===== config.mk =====
export PLATFORM = sky130hd
export DESIGN_NAME = ahb_spi_master
export DESIGN_NICKNAME = d
export VERILOG_FILES = /design/src/rtl/ahb_spi_master.sv
export SDC_FILE = /design/constraint.sdc
export NUM_CORES = 1
export LEC_CHECK = 0
export CORE_MARGIN = 2
export CORE_UTILIZATION = 54
export DETAILED_ROUTE_END_ITERATION = 16
export PLACE_DENSITY = 0.79
export SLEW_MARGIN = 20
export SYNTH_ARGS = -nofsm -noshare
export SYNTH_HDL_FRONTEND = slang
export SYNTH_SLANG_ARGS = --single-unit

===== constraint.sdc =====
create_clock -name HCLK -period 7.6 [get_ports HCLK]
set_input_delay 1.52 -clock HCLK [delete_from_list [all_inputs] [get_ports HCLK]]
set_output_delay 1.52 -clock HCLK [all_outputs]
set_load 0.005 [all_outputs]

===== src/rtl/ahb_spi_master.sv =====
// AHB-Lite slave wrapping a mode-0 SPI master: CTRL/STATUS, slave-select,
// TX and RX registers, and a 1..4-byte shift engine clocked by a divided HCLK.
module ahb_spi_master #(
    parameter int CLK_DIV = 8
) (
    input  logic        HCLK,
    input  logic        HRESET,
    input  logic        HSEL,
    input  logic        HREADY,
    input  logic [31:0] HADDR,
    input  logic        HWRITE,
    input  logic [2:0]  HSIZE,
    input  logic [1:0]  HTRANS,
    input  logic [31:0] HWDATA,
    output logic [31:0] HRDATA,
    output logic        HREADYOUT,
    input  logic        SPI_MISO_i,
    output logic        SPI_MOSI_o,
    output logic [31:0] SPI_SS_o,
    output logic        SPI_CLK_o
);

    localparam int DW = (CLK_DIV > 2) ? $clog2(CLK_DIV) : 1;
    localparam logic [DW-1:0] HALF_M1 = DW'(CLK_DIV / 2 - 1);
    localparam logic [DW-1:0] FULL_M1 = DW'(CLK_DIV - 1);

    logic          sel_q, sel_d;
    logic          wr_q, wr_d;
    logic [1:0]    addr_q, addr_d;
    logic [31:0]   ctrl_q, ctrl_d;
    logic [31:0]   ssreg_q, ssreg_d;
    logic [31:0]   txdata_q, txdata_d;
    logic [31:0]   rxdata_q, rxdata_d;
    logic [31:0]   tx_shift_q, tx_shift_d;
    logic [31:0]   rx_shift_q, rx_shift_d;
    logic [1:0]    byte_cnt_q, byte_cnt_d;
    logic [4:0]    bit_cnt_q, bit_cnt_d;
    logic [4:0]    nbits_m1_q, nbits_m1_d;
    logic [DW-1:0] div_cnt_q, div_cnt_d;
    logic          busy_q, busy_d;
    logic          tx_done_q, tx_done_d;
    logic          rx_full_q, rx_full_d;
    logic          spi_clk_q, spi_clk_d;

    logic [3:0]    nbytes_raw;
    logic [2:0]    nbytes_eff;
    logic [5:0]    nbits_m1_full;
    logic          sspol;
    logic          start;
    logic          unused_bits;

    assign nbytes_raw    = ctrl_q[15:12];
    assign sspol         = ctrl_q[6];
    assign nbytes_eff    = (nbytes_raw == 4'd0 || nbytes_raw > 4'd4) ? 3'd4 : nbytes_raw[2:0];
    assign nbits_m1_full = {nbytes_eff, 3'b000} - 6'd1;

    assign HREADYOUT  = 1'b1;
    assign SPI_SS_o   = sspol ? ssreg_q : ~ssreg_q;
    assign SPI_CLK_o  = spi_clk_q;
    assign SPI_MOSI_o = busy_q & tx_shift_q[31];

    assign unused_bits = ^{HADDR[31:4], HADDR[1:0], HSIZE, HTRANS[0], ctrl_q, nbits_m1_full[5]};

    // Read mux: data is presented during the data phase of a selected read
    always_comb begin
        HRDATA = 32'd0;
        if (sel_q && !wr_q) begin
            case (addr_q)
                2'd0: HRDATA = {16'd0, nbytes_raw, 5'd0, sspol, 1'b0, tx_done_q, 2'b00, busy_q, rx_full_q};
                2'd1: HRDATA = ssreg_q;
                2'd2: HRDATA = txdata_q;
                default: HRDATA = rxdata_q;
            endcase
        end
    end

    // Next-state logic: address-phase capture, register writes, flag clears, then the shift engine
    always_comb begin
        sel_d      = HSEL & HTRANS[1] & HREADY;
        wr_d       = HWRITE;
        addr_d     = HADDR[3:2];
        ctrl_d     = ctrl_q;
        ssreg_d    = ssreg_q;
        txdata_d   = txdata_q;
        rxdata_d   = rxdata_q;
        tx_shift_d = tx_shift_q;
        rx_shift_d = rx_shift_q;
        byte_cnt_d = byte_cnt_q;
        bit_cnt_d  = bit_cnt_q;
        nbits_m1_d = nbits_m1_q;
        div_cnt_d  = div_cnt_q;
        busy_d     = busy_q;
        tx_done_d  = tx_done_q;
        rx_full_d  = rx_full_q;
        spi_clk_d  = spi_clk_q;
        start      = 1'b0;

        if (sel_q && !wr_q && addr_q == 2'd3) begin
            rx_full_d = 1'b0;
            tx_done_d = 1'b0;
        end

        if (sel_q && wr_q) begin
            case (addr_q)
                2'd0: ctrl_d  = HWDATA;
                2'd1: ssreg_d = HWDATA;
                2'd2: begin
                    if (!busy_q) begin
                        txdata_d = HWDATA;
                        start    = 1'b1;
                    end
                end
                default: ;
            endcase
        end

        if (start) begin
            busy_d     = 1'b1;
            tx_done_d  = 1'b0;
            div_cnt_d  = '0;
            bit_cnt_d  = 5'd0;
            spi_clk_d  = 1'b0;
            nbits_m1_d = nbits_m1_full[4:0];
            case (nbytes_eff)
                3'd1:    tx_shift_d = {HWDATA[7:0], 24'd0};
                3'd2:    tx_shift_d = {HWDATA[15:0], 16'd0};
                3'd3:    tx_shift_d = {HWDATA[23:0], 8'd0};
                default: tx_shift_d = HWDATA;
            endcase
        end else if (busy_q) begin
            div_cnt_d = div_cnt_q + 1'b1;
            if (div_cnt_q == HALF_M1) begin
                spi_clk_d  = 1'b1;
                rx_shift_d = {rx_shift_q[30:0], SPI_MISO_i};
                if (bit_cnt_q[2:0] == 3'd7) begin
                    byte_cnt_d = byte_cnt_q + 2'd1;
                    if (byte_cnt_q == 2'd3) begin
                        rxdata_d  = rx_shift_d;
                        rx_full_d = 1'b1;
                    end
                end
            end
            if (div_cnt_q == FULL_M1) begin
                spi_clk_d  = 1'b0;
                div_cnt_d  = '0;
                tx_shift_d = {tx_shift_q[30:0], 1'b0};
                bit_cnt_d  = bit_cnt_q + 5'd1;
                if (bit_cnt_q == nbits_m1_q) begin
                    busy_d    = 1'b0;
                    tx_done_d = 1'b1;
                end
            end
        end
    end

    // State registers with asynchronous reset
    always_ff @(posedge HCLK or posedge HRESET) begin
        if (HRESET) begin
            sel_q      <= 1'b0;
            wr_q       <= 1'b0;
            addr_q     <= 2'd0;
            ctrl_q     <= 32'd0;
            ssreg_q    <= 32'd0;
            txdata_q   <= 32'd0;
            rxdata_q   <= 32'd0;
            tx_shift_q <= 32'd0;
            rx_shift_q <= 32'd0;
            byte_cnt_q <= 2'd0;
            bit_cnt_q  <= 5'd0;
            nbits_m1_q <= 5'd0;
            div_cnt_q  <= '0;
            busy_q     <= 1'b0;
            tx_done_q  <= 1'b0;
            rx_full_q  <= 1'b0;
            spi_clk_q  <= 1'b0;
        end else begin
            sel_q      <= sel_d;
            wr_q       <= wr_d;
            addr_q     <= addr_d;
            ctrl_q     <= ctrl_d;
            ssreg_q    <= ssreg_d;
            txdata_q   <= txdata_d;
            rxdata_q   <= rxdata_d;
            tx_shift_q <= tx_shift_d;
            rx_shift_q <= rx_shift_d;
            byte_cnt_q <= byte_cnt_d;
            bit_cnt_q  <= bit_cnt_d;
            nbits_m1_q <= nbits_m1_d;
            div_cnt_q  <= div_cnt_d;
            busy_q     <= busy_d;
            tx_done_q  <= tx_done_d;
            rx_full_q  <= rx_full_d;
            spi_clk_q  <= spi_clk_d;
        end
    end

endmodule


==> impl_metrics.tcl <==
set metrics [dict create \
    rsz0062_at_grt "false" \
    cts_sinks 185 \
    reg2reg_slack_ps 4430 \
    grt_pass1_wl_um 36400 \
    dpl_worst_slack_ps 3400 \
    final_nets 929 \
    clk_pin_slew_ps 70 \
    ioPinCount 142 \
    cpMostUsedCell "buf_4" \
    met3_wirelength_um 1200 \
    htreeDepth 4 \
    cts-hold-fix-buffers 0 \
    setup_viol 0 \
    dr.pass1.iters 5 \
    ir_drop_mv 0.187 \
    min_to "txdata_q[16]$_DFFE_PP0P_" \
    wl_met2_um 10800 \
    crit_path_end_kind "primary output" \
    die_w_um 134 \
    grtUsageTotal 0.261 \
    status "completed" \
    core_area_um2 16600 \
    worstRegToRegCells 5 \
    cts.path.max_buffers 2 \
    post-route-util 0.654 \
    vias 6477 \
    seq_area_frac_synth 0.505 \
    setup_ws_ps 2910 \
    cap_violations 0 \
    initial_core_util 0.553 \
    p_per_area_nw_per_um2 277 \
    hold_depth 2 \
    ys_types 50 \
    clockRootBuffer "clkbuf_16" \
    num-fill-cells 1235 \
    drt-met1-wl_um 9790 \
    synth_most_common_cell "dfrtp_1" \
    num_rows 47 \
    yosysTopAreaCell "dfrtp_1" \
    reg2reg_from "addr_q[0]$_DFF_PP0_" \
    final_cell_area_um2 10800 \
    worstPathArrival_ps 3170 \
    timing.rr.end "ssreg_q[22]$_DFFE_PP0P_" \
    die_area_um2 18000 \
    hold_path.class "reg2reg" \
    dp_hpwl_um 14400 \
    final-max-slew-violation-count 0 \
    crit_type "reg2out" \
    final.period_utilization 0.617 \
    fin_setup_tns_ps 0 \
    routabilityCongestion 0.881 \
    grt_start_max_net_pins 119 \
    drtIter0Drc 439 \
    port-buffer-count 106 \
    die_h_um 134 \
    tightest_slew_ps 1060 \
    skew_ps 12.4 \
    synth_area_leaders "dfrtp_1 50%, mux2_2 12%, mux2_4 4.6%" \
    post_cts_buffers 0 \
    drc_errors 0 \
    max_slew_margin 0.296 \
    startpoint_type "register" \
    cts_resized 0 \
    fin_cells 1078 \
    synth_warnings 0 \
    max_stage_delay_ps 760 \
    worstPathRequired_ps 6080 \
    avgSynthCellArea_um2 12.0 \
    hold_start "txdata_q[16]$_DFFE_PP0P_" \
    diodes 0 \
    crit_fanout 36 \
    cts_tree "built" \
    grt_antenna_before_repair 1 \
    ant_nets 0 \
    cp_slowest_cell "nor2b_2" \
    syn_nets 850 \
    grt_overflow_total 0 \
    drive_gt1_frac 0.226 \
    area_growth_pct 18.2 \
    cts-buffers-inserted 17 \
    min_period_ps 4690 \
    routed_via_density 6.01 \
    routed_wirelength_um 22400 \
    async_flop_share 1.00 \
    hold_violations 0 \
    p_leak_uw 0.00488 \
    synth-seq-cells 185 \
    route.top_layer_used "met4" \
    insertion_delay_ps 440 \
    timing.fmax_mhz 213 \
    placed_area_um2 10200 \
    synth_ff_type "dfrtp_1" \
    grt_pass1_vias 6696 \
    seqCellArea_um2 4630 \
    placed_cells 1045 \
    synth_edf_count 0 \
    path_delay_family "buffers and inverters" \
    cp_num_buf_inv 3 \
    netlist_top_cells_count "185 x dfrtp_1, 111 x nand2_1, 96 x mux2_2" \
    synthCells 766 \
    wire_per_inst_um 20.8 \
    netlist_area_um2 9170 \
    path_cells "buf_4 -> nor2b_2 -> buf_4 -> a22oi_1 -> nor2_1 -> clkdlybuf4s50_1" \
    netlist.area_leader.share 0.505 \
    multi_input_area_um2 4180 \
]
-- cells in the final DEF (no fill, tap or decap), drive strengths merged, types with 9 or more instances in the layout --
master and count:
a21oi 13, a22o 9, a22oi 24, and2 14, buf 10, clkbuf 20, clkdlybuf4s50 106, dfrtp 185
ha 9, mux2 124, mux2i 16, nand2 113, nor2 37, nor2b 9, o21ai 11, o22ai 9
o2bb2ai 9, xnor2 33
-- power by group --
part | switching, uW | leakage (uW) | internal (uW)
registers | 171 | 0.00230 | 1190
clock network | 380 | 0.000282 | 499
logic | 316 | 0.00230 | 450
total | 867 | 0.00488 | 2140
-- layout make-up --
type,instances,area share
Sequential cell,185,0.427
Multi-Input combinational cell,519,0.386
Timing Repair Buffer,116,0.105
Clock buffer,20,0.0421
Tap cell,220,0.0254
Clock inverter,12,0.0115
Inverter,6,0.00277
-- routing by layer --
layer / vias to the layer above / GRT usage
met1: 3308 / 0.358
li1: 2880 / -
met2: 233 / 0.415
met3: 56 / 0.0457
met5: - / 0
met4: 0 / 0.103
-- cell families after synthesis --
| family | synth area share |
|---|---|
| buffers and inverters | 0.0405 |
| other | 0.000409 |
| DFF | 0.505 |
| adders and majority gates | 0.0123 |
| and+or+nand+nor | 0.105 |
| AOI/OAI and AO/OA | 0.101 |
| muxes | 0.201 |
| xor gates and xnor gates | 0.0353 |
-- worst max path at each step --
| stage | slack (ps) | startpoint | cells after the start | endpoint |
|---|---|---|---|---|
| 6_report | 2910 | addr_q[0]$_DFF_PP0_ | 6 | HRDATA[2] |
| 5_1_grt | 2800 | addr_q[0]$_DFF_PP0_ | 6 | HRDATA[9] |
| 4_1_cts | 2930 | addr_q[0]$_DFF_PP0_ | 6 | HRDATA[2] |
| 3_5_place_dp | 3400 | addr_q[0]$_DFF_PP0_ | 6 | HRDATA[2] |
| 3_3_place_gp | 3410 | addr_q[0]$_DFF_PP0_ | 6 | HRDATA[5] |
| 2_1_floorplan | 1050 | HRESET | 1 | SPI_CLK_o$_DFFE_PP0P_ |
-- state kept, by name (all words and copies together) (netlist names), 2 cells and up --
register and cells:
rxdata_q 32, ssreg_q 32, tx_shift_q 32, txdata_q 32, rx_shift_q 31, bit_cnt_q 5
ctrl_q 5, div_cnt_q 3, nbits_m1_q 3, addr_q 2, byte_cnt_q 2
-- tightest hold or removal path, cell delays in order, from the launching register on --
cell	delay [ps]
dfrtp_1	340
nand2_1	50
nand2_1	50
-- per-stage QoR --
step,power (uW),hold WS [ps]
5_1_grt,3150,493
6_report,3000,477
2_1_floorplan,1820,441
3_3_place_gp,2090,453
3_5_place_dp,2130,463
4_1_cts,3010,480
Note: power is estimated with default switching activity, not from simulation.
